File: src/rtl/axis_timer_reload_pkg.sv
// Shared constants for the beat-clocked reload timer: FSM state encodings and mode values.
package axis_timer_pkg;

  localparam logic [1:0] ST_IDLE  = 2'd0;
  localparam logic [1:0] ST_ARMED = 2'd1;
  localparam logic [1:0] ST_RUN   = 2'd2;
  localparam logic [1:0] ST_DONE  = 2'd3;

  localparam logic MODE_ONESHOT  = 1'b0;
  localparam logic MODE_PERIODIC = 1'b1;

endpackage

File: src/rtl/axis_timer_reload_if.sv
// Tick-source stream handshake; the timer side only ever accepts.
interface axis_timer_reload_if;

  logic tvalid;
  logic tready;

  modport master (output tvalid, input tready);
  modport slave  (input tvalid, output tready);

endinterface

File: src/rtl/axis_timer_presc.sv
// Beat prescaler: turns every (presc_i + 1)-th enabled beat into a single tick.
module axis_timer_presc #(
  parameter int PRESC_WIDTH = 16
) (
  input  logic                   aclk,
  input  logic                   areset,
  input  logic                   beat_i,
  input  logic                   en_i,
  input  logic                   clr_i,
  input  logic [PRESC_WIDTH-1:0] presc_i,
  output logic                   tick_o
);

  logic [PRESC_WIDTH-1:0] cnt_q;
  logic [PRESC_WIDTH-1:0] cnt_d;

  // Beat counting; clear outranks beats, disabled beats hold the count.
  always_comb begin
    cnt_d  = cnt_q;
    tick_o = 1'b0;
    if (clr_i) begin
      cnt_d = {PRESC_WIDTH{1'b0}};
    end else if (beat_i && en_i) begin
      if (cnt_q == presc_i) begin
        tick_o = 1'b1;
        cnt_d  = {PRESC_WIDTH{1'b0}};
      end else begin
        cnt_d = cnt_q + {{(PRESC_WIDTH-1){1'b0}}, 1'b1};
      end
    end else begin
      cnt_d = cnt_q;
    end
  end

  // Prescaler count register.
  always_ff @(posedge aclk) begin
    if (areset) begin
      cnt_q <= {PRESC_WIDTH{1'b0}};
    end else begin
      cnt_q <= cnt_d;
    end
  end

endmodule

File: src/rtl/axis_timer_reload.sv
// Down-counting timer ticked by accepted stream beats, with one-shot or periodic reload,
// pause via run_flag and a one-cycle terminal-count pulse.
module axis_timer_reload
  import axis_timer_pkg::*;
#(
  parameter int CNTR_WIDTH  = 64,
  parameter int PRESC_WIDTH = 16,
  parameter int RLD_WIDTH   = 32
) (
  input  logic                   aclk,
  input  logic                   areset,
  input  logic                   run_flag,
  input  logic                   cfg_flag,
  input  logic                   cfg_mode,
  input  logic [CNTR_WIDTH-1:0]  cfg_data,
  input  logic [PRESC_WIDTH-1:0] cfg_presc,
  output logic                   trg_flag,
  output logic                   trg_pulse,
  output logic [CNTR_WIDTH-1:0]  sts_data,
  output logic [1:0]             sts_state,
  output logic [RLD_WIDTH-1:0]   sts_reloads,
  axis_timer_reload_if.slave     s_axis
);

  localparam logic [CNTR_WIDTH-1:0] CNT_ZERO = {CNTR_WIDTH{1'b0}};
  localparam logic [CNTR_WIDTH-1:0] CNT_ONE  = {{(CNTR_WIDTH-1){1'b0}}, 1'b1};
  localparam logic [RLD_WIDTH-1:0]  RLD_ONE  = {{(RLD_WIDTH-1){1'b0}}, 1'b1};

  logic [1:0]             state_q,   state_d;
  logic [CNTR_WIDTH-1:0]  cnt_q,     cnt_d;
  logic [CNTR_WIDTH-1:0]  period_q,  period_d;
  logic [PRESC_WIDTH-1:0] presc_q,   presc_d;
  logic                   mode_q,    mode_d;
  logic [RLD_WIDTH-1:0]   rld_q,     rld_d;
  logic                   pulse_q,   pulse_d;
  logic                   flag_q,    flag_d;
  logic                   tick_s;
  logic                   beat_en_s;

  assign s_axis.tready = 1'b1;
  assign beat_en_s     = (state_q == ST_RUN) && run_flag;

  axis_timer_presc #(
    .PRESC_WIDTH (PRESC_WIDTH)
  ) u_presc (
    .aclk    (aclk),
    .areset  (areset),
    .beat_i  (s_axis.tvalid),
    .en_i    (beat_en_s),
    .clr_i   (cfg_flag),
    .presc_i (presc_q),
    .tick_o  (tick_s)
  );

  // Next-state logic: configuration first, then run/pause transitions, then ticks.
  always_comb begin
    state_d  = state_q;
    cnt_d    = cnt_q;
    period_d = period_q;
    presc_d  = presc_q;
    mode_d   = mode_q;
    rld_d    = rld_q;
    pulse_d  = 1'b0;
    if (cfg_flag) begin
      cnt_d    = cfg_data;
      period_d = cfg_data;
      presc_d  = cfg_presc;
      mode_d   = cfg_mode;
      rld_d    = {RLD_WIDTH{1'b0}};
      if (cfg_data == CNT_ZERO) begin
        state_d = ST_IDLE;
      end else if (run_flag) begin
        state_d = ST_RUN;
      end else begin
        state_d = ST_ARMED;
      end
    end else begin
      case (state_q)
        ST_ARMED: begin
          if (run_flag) begin
            state_d = ST_RUN;
          end else begin
            state_d = ST_ARMED;
          end
        end
        ST_RUN: begin
          if (!run_flag) begin
            state_d = ST_ARMED;
          end else if (tick_s && (cnt_q > CNT_ONE)) begin
            cnt_d = cnt_q - CNT_ONE;
          end else if (tick_s && (cnt_q == CNT_ONE)) begin
            // Terminal count: reload and stay, or park at zero in DONE.
            pulse_d = 1'b1;
            rld_d   = rld_q + RLD_ONE;
            if (mode_q == MODE_PERIODIC) begin
              cnt_d = period_q;
            end else begin
              cnt_d   = CNT_ZERO;
              state_d = ST_DONE;
            end
          end else begin
            cnt_d = cnt_q;
          end
        end
        ST_IDLE: state_d = ST_IDLE;
        ST_DONE: state_d = ST_DONE;
        default: state_d = ST_IDLE;
      endcase
    end
    flag_d = (state_d == ST_RUN);
  end

  // State and output registers.
  always_ff @(posedge aclk) begin
    if (areset) begin
      state_q  <= ST_IDLE;
      cnt_q    <= CNT_ZERO;
      period_q <= CNT_ZERO;
      presc_q  <= {PRESC_WIDTH{1'b0}};
      mode_q   <= MODE_ONESHOT;
      rld_q    <= {RLD_WIDTH{1'b0}};
      pulse_q  <= 1'b0;
      flag_q   <= 1'b0;
    end else begin
      state_q  <= state_d;
      cnt_q    <= cnt_d;
      period_q <= period_d;
      presc_q  <= presc_d;
      mode_q   <= mode_d;
      rld_q    <= rld_d;
      pulse_q  <= pulse_d;
      flag_q   <= flag_d;
    end
  end

  assign trg_flag    = flag_q;
  assign trg_pulse   = pulse_q;
  assign sts_data    = cnt_q;
  assign sts_state   = state_q;
  assign sts_reloads = rld_q;

endmodule

File: src/flat_wrapper.sv
// flat-port wrapper written by rule: the top's interface ports become plain ports
module axis_timer_reload_flat import axis_timer_pkg::*;
#(
  parameter int CNTR_WIDTH  = 64,
  parameter int PRESC_WIDTH = 16,
  parameter int RLD_WIDTH   = 32
)
  (aclk, areset, run_flag, cfg_flag, cfg_mode, cfg_data, cfg_presc, trg_flag, trg_pulse, sts_data, sts_state, sts_reloads, s_axis_tvalid, s_axis_tready);
  axis_timer_reload_if s_axis_i ();
  input  logic aclk;
  input  logic areset;
  input  logic run_flag;
  input  logic cfg_flag;
  input  logic cfg_mode;
  input  logic [CNTR_WIDTH-1:0] cfg_data;
  input  logic [PRESC_WIDTH-1:0] cfg_presc;
  output logic trg_flag;
  output logic trg_pulse;
  output logic [CNTR_WIDTH-1:0] sts_data;
  output logic [1:0] sts_state;
  output logic [RLD_WIDTH-1:0] sts_reloads;
  input wire logic [$bits(s_axis_i.tvalid)-1:0] s_axis_tvalid;
  output wire logic [$bits(s_axis_i.tready)-1:0] s_axis_tready;
  assign s_axis_i.tvalid = s_axis_tvalid;
  assign s_axis_tready = s_axis_i.tready;
  axis_timer_reload #(.CNTR_WIDTH(CNTR_WIDTH), .PRESC_WIDTH(PRESC_WIDTH), .RLD_WIDTH(RLD_WIDTH)) u_core (.aclk(aclk), .areset(areset), .run_flag(run_flag), .cfg_flag(cfg_flag), .cfg_mode(cfg_mode), .cfg_data(cfg_data), .cfg_presc(cfg_presc), .trg_flag(trg_flag), .trg_pulse(trg_pulse), .sts_data(sts_data), .sts_state(sts_state), .sts_reloads(sts_reloads), .s_axis(s_axis_i));
endmodule
File: config.mk
export PLATFORM = sky130hd
export DESIGN_NAME = axis_timer_reload_flat
export DESIGN_NICKNAME = d
export VERILOG_FILES = /design/src/rtl/axis_timer_reload_pkg.sv /design/src/rtl/axis_timer_reload_if.sv /design/src/rtl/axis_timer_presc.sv /design/src/rtl/axis_timer_reload.sv /design/src/flat_wrapper.sv
export SDC_FILE = /design/constraint.sdc
export NUM_CORES = 1
export LEC_CHECK = 0
export ABC_AREA = 0
export CAP_MARGIN = 10
export CORE_MARGIN = 1
export CORE_UTILIZATION = 33
export CTS_CLUSTER_SIZE = 14
export DETAILED_ROUTE_END_ITERATION = 16
export GPL_TIMING_DRIVEN = 0
export HOLD_SLACK_MARGIN = 0.08
export PLACE_DENSITY = 0.56
export SYNTH_ARGS = -nofsm -noshare
export SYNTH_HDL_FRONTEND = slang
export SYNTH_SLANG_ARGS = --single-unit
File: constraint.sdc
create_clock -name aclk -period 2.8 [get_ports aclk]
set_input_delay 0.56 -clock aclk [delete_from_list [all_inputs] [get_ports aclk]]
set_output_delay 0.56 -clock aclk [all_outputs]
set_load 0.02 [all_outputs]
-- Word-level counts from Yosys, hierarchy flattened
Cells that the tools add are included.
- output and inout port bits: 101
- register bits after elaboration: 197
- order comparisons: 1
- equal/unequal tests: 6
- reductions and logical operators: 13
- $add $sub $neg: 3
- muxes and demuxes: 19
- bitwise gates (word level): 3
- operators with widths (operator ; number):
    $mux 64 ; 6
    $eq 64x1->1 const B ; 1
    $gt 64x1->1 const B ; 1
    $logic_not 64->1 ; 1
    $sub 64x1->64 const B ; 1
    $add 32x1->32 const B ; 1
    $add 16x1->16 const B ; 1
    $eq 16x16->1 ; 1
    $mux 16 ; 1
    $mux 2 ; 7
    $pmux 2 s4 ; 1
    $eq 2x2->1 const B ; 3
    $reduce_or 5->1 ; 1
    $logic_and 1x1->1 ; 4
    $mux 1 ; 4
    $reduce_and 4->1 ; 1
    $reduce_bool 2->1 ; 2
    $not 1->1 ; 3
    $reduce_and 3->1 ; 1
    $reduce_bool 3->1 ; 1
    $eq 2x1->1 const B ; 1
    $logic_not 2->1 ; 1
    $reduce_or 2->1 ; 1

-- Depth between registers and ports, before layout
- word-level depth: 12
- gate-level depth with buffers: 10

-- Cells and area by module
Synthesis repeated with hierarchy kept, for this count alone.
- cell total of the unflattened synthesis: 1292
- area total of the unflattened synthesis: 10380.0 um^2
- by module, submodules not included (module ; times used ; sequential area each (um^2) ; cells an instance ; area an instance (um^2)):
    axis_timer_reload ; 1 ; 3623.5 ; 1186 ; 9469.1
    axis_timer_presc ; 1 ; 320.3 ; 106 ; 910.9

-- Least setup slack after synthesis
OpenSTA, ideal clock, no wires.
- kind: register -> register
- from: register u_core.cnt_q[0], in the netlist u_core.sts_data[0]
- to: register u_core.cnt_q[37], in the netlist u_core.sts_data[37]
- stages on the path, launching flop included: 11
- arrival: 2.801 ns
- clock period less this slack: 2.875 ns
- path slack: -0.075 ns
- cell sequence: dfxtp_1 > inv_1 > ha_1 > nor4b_1 > nand4_1 > nor4_1 > a311oi_1 > nor2_1 > clkbuf_1 > o21ai_0 > a31oi_1
- cells in the longest elaborated chain, start to end: 6
- elaborated cells between the ends (all ways): 11
- those cells by class: add/sub (1); order compare (1); eq/ne (1); mux (4); reduce/logical (4)
- RTL lines (element ; line ; source):
    from (decl) ; axis_timer_reload.sv:30 ; logic [CNTR_WIDTH-1:0] cnt_q, cnt_d;
    from (signal assigned) ; axis_timer_reload.sv:126 ; cnt_q <= cnt_d;
    $gt 64x1->1 ; axis_timer_reload.sv:89 ; end else if (tick_s && (cnt_q > CNT_ONE)) begin
    $logic_and 1x1->1 ; axis_timer_reload.sv:89 ;
    $mux 64 ; axis_timer_reload.sv:89 ;
    $mux 64 ; axis_timer_reload.sv:87 ; if (!run_flag) begin
    $mux 64 ; axis_timer_reload.sv:78 ; case (state_q)
    $mux 64 ; axis_timer_reload.sv:64 ; if (cfg_flag) begin
Parallel ways exist; a longest one is shown, timed or not. The select of a mux whose other input is x is not followed.
A chain may end at the register's enable or synchronous reset.

-- Worst setup path in the final report
- from: register u_core.cnt_q[11], in the netlist u_core.sts_data[11]
- to: register u_core.cnt_q[44], in the netlist u_core.sts_data[44]
The elaborated chain is that of the path after synthesis.

==> impl_metrics.yaml <==
run_status:
  outcome: "finished with violations"
  violations: "setup timing"
die:
  die_h_um: 179.0
  floorplan.initialDensity_pct: 33.71
  io_pins: 187
  dieArea_sq_um: 32040
  die_x_um: 179.0
  fp.coreArea_sq_um: 30670
  placementRows: 64
final_layout:
  diodes: 0
  layout_commonest_cell: "dfxtp_1"
  syn_to_final_growth_pct: 54.16
  final_nets: 1700
  stdcell_count: 2018
  layout-drive-gt1-share_pct: 25.09
  final_cell_mix: "dfxtp_1, clkdlybuf4s50_1, nor2_1"
job:
  maxCapViolCount: 0
synth:
  netlist.area_leader.share_pct: 38.15
  synth_area_per_cell_sq_um: 7.976
  ys.flop_type: "dfxtp_1"
  synth-edff-count: 0
  syn-cell-area_sq_um: 10340
  synthCells: 1296
  synth-seq-area-share_pct: 38.15
  yosys-top-cells-area: "dfxtp_1, mux2i_1, nor2_1, nand2_1, a21oi_1"
  synth_warnings: 0
  synth_top_cell_by_area: "dfxtp_1"
  synth_cell_types: 67
  synth-async-reset-ratio_pct: 0
  ys_ff_latch: 197
  synth.net_count: 1386
drt:
  antenna_left: 0
  vias: 12233
  wirelength_met1_um: 19880
  first_iter_violations: 1516
  wl_met3_um: 5710
  avgViaCountPerCell: 6.062
  met2_length_um: 21920
  post_drt_wl_per_cell_um: 24.75
  finalWirelength_um: 49950
  drc: 0
  top_layer: "met4"
  drt-pass1-iter-count: 8
place:
  portBuffers: 184
  post-dp-hpwl_um: 33400
  globalplace.congestion: 0.9696
  place_inst: 1876
setup_path:
  cp-start-kind: "register"
  critPathCaptureType: "register"
  path_class: "reg2reg"
  arrival_ps: 3400
  required_ps: 3130
  crit_fanout: 8
global_routing:
  antenna_found_initial: 1
  grt_pass1_vias: 11194
  grt_max_degree: 18
  track_usage_pct: 29.44
  grt_pass1_wl_um: 69600
  grt-ovfl-total: 0
power:
  p_comb_share_pct: 20.2
  pwr-share-clk_pct: 35.6
  leakagePower_nw: 5.871
  internal_power_mw: 4.766
  switchingPower_mw: 2.206
  power.total_mw: 6.972
  switching_share_pct: 31.64
  power_density_nw_per_um2: 437.5
  peakVddDrop_v: 0.0004479
  seq_power_share_pct: 44.2
clocking:
  clock_latency_ps: 450
  cts_tree: "built"
  clkTransAtPathRegs_ps: 80
  ctsHoldBuffers: 0
  cts.sinks: 197
  cts_made_buffers: 17
  root_buffer: "clkbuf_16"
  htreeDepth: 4
  clk_path_buf_depth: 2
sta:
  min_period_ps: 3069
  fin_ws_ps: -268.9
  worst_pin_slew_ps: 1024
  finalCritPeriodShare_pct: 109.6
  fin_skew_ps: 19.92
  finalSetupViolCount: 86
  slew-limit-headroom_pct: 31.76
  final-max-slew-violation-count: 0
  fmax_mhz: 325.9
  hold_viol: 0
  grt_setup_unrepaired: "true"
worst_hold_path:
  worst_hold_path_type: "reg2reg"
-- sequential cells by signal (all words and copies together), names as in the netlist --
register / flops
u_core.sts_reloads: 32
u_core.mode_q: 1
u_core.sts_state: 2
u_core.trg_flag: 1
u_core.trg_pulse: 1
u_core.period_q: 64
u_core.sts_data: 64
u_core.presc_q: 16
u_core.u_presc.cnt_q: 16
-- synth_stat cells (4+ instances only) --
master,number
dfxtp_1,197
nor2_1,144
nand2_1,122
a21oi_1,87
o21ai_0,65
clkbuf_1,64
mux2i_1,58
nor3_1,53
nor4_1,46
xor2_1,44
nand3_1,43
and3_1,36
inv_1,34
or3_1,34
nand4_1,32
xnor2_1,21
a211oi_1,16
o22ai_1,15
a221oi_1,14
o32ai_1,14
a311oi_1,13
or2_2,13
or4_1,13
and2_1,10
buf_2,9
a22oi_1,8
a31oi_1,8
o31ai_1,8
a32o_1,4
ha_1,4
nand2b_1,4
nor2b_1,4
o211ai_1,4
o41ai_1,4
-- power by group through the flow --
stage                     Sequential (mW)  Combinational, mW  Clock [mW]
after CTS                            3.06               1.27        2.48
final                                3.08               1.41        2.48
after global placement               3.12               1.10           0
after global routing                 3.09               1.47        2.60
after detailed placement             3.12               1.11           0
after floorplan                      3.14              0.551           0
-- per-layer routing --
| layer | up-vias | GRT usage, % |
|---|---|---|
| li1 | 5391 | - |
| met1 | 5869 | 39.01 |
| met2 | 802 | 45.05 |
| met3 | 171 | 6.658 |
| met4 | 0 | 13.84 |
| met5 | - | 0 |
-- cell families after synthesis --
| family | share of synthesized area, % |
|---|---|
| other | 0.03628 |
| AND/OR/NAND/NOR | 28.27 |
| multiplexers | 5.616 |
| XOR/XNOR | 5.507 |
| flip-flops | 38.15 |
| adder cells (fa/ha/maj) | 0.4842 |
| AO/OA/AOI/OAI | 17.50 |
| buffers and inverters | 4.430 |
-- stage by stage --
step | TNS (ps) | setup WS, ps | hold WS (ps) | utilization (%) | area (sq um)
floorplan | 0 | 1.412 | 436.8 | - | 10360
global placement | -187450 | -1765 | 449.8 | 41.40 | 12700
detailed placement | -188650 | -1752 | 456.1 | 41.40 | 12700
CTS | -5556 | -150.0 | 467.7 | 47.47 | 14560
global route | -14970 | -266.7 | 484.5 | 51.96 | 15940
finish | -8643 | -268.9 | 464.1 | 51.96 | 15940
-- cell type report --
class	count	area, sq um
multi-input combinational	987	7147
tap	396	495.5
timing repair buffer	300	3043
inverter	34	127.6
sequential	197	3975
buffer	73	595.6
clock buffer	18	429.2
clock inverter	13	123.9
fill	2890	14730
-- worst max-delay path: stages (launching register included) --
cell and delay (ps):
dfxtp_4 380, or4_4 570, nor4_4 330, nand2_2 190, buf_6 170, nor4_4 400, buf_4 230, nor2_4 70
buf_6 160, a21o_1 190, a32o_1 250
-- worst paths after layout --
path | from | to | slack (ps) | cells past startpoint
setup / recovery | u_core.sts_data[11] | u_core.sts_data[44] | -270 | 10
hold / removal | u_core.period_q[52] | u_core.period_q[52] | 460 | 2
setup reg to reg | u_core.sts_data[11] | u_core.sts_data[44] | -270 | 10
hold reg to reg | u_core.period_q[52] | u_core.period_q[52] | 460 | 2
-- timing repair --
action                                  in CTS  in global routing
pin swaps                                   63                131
gates resized for setup                    185                243
setup buffers                               62                 48
cloned                                       4                  8
endpoints found under the setup margin     182                162
Note: power is estimated with default switching activity, not from simulation.
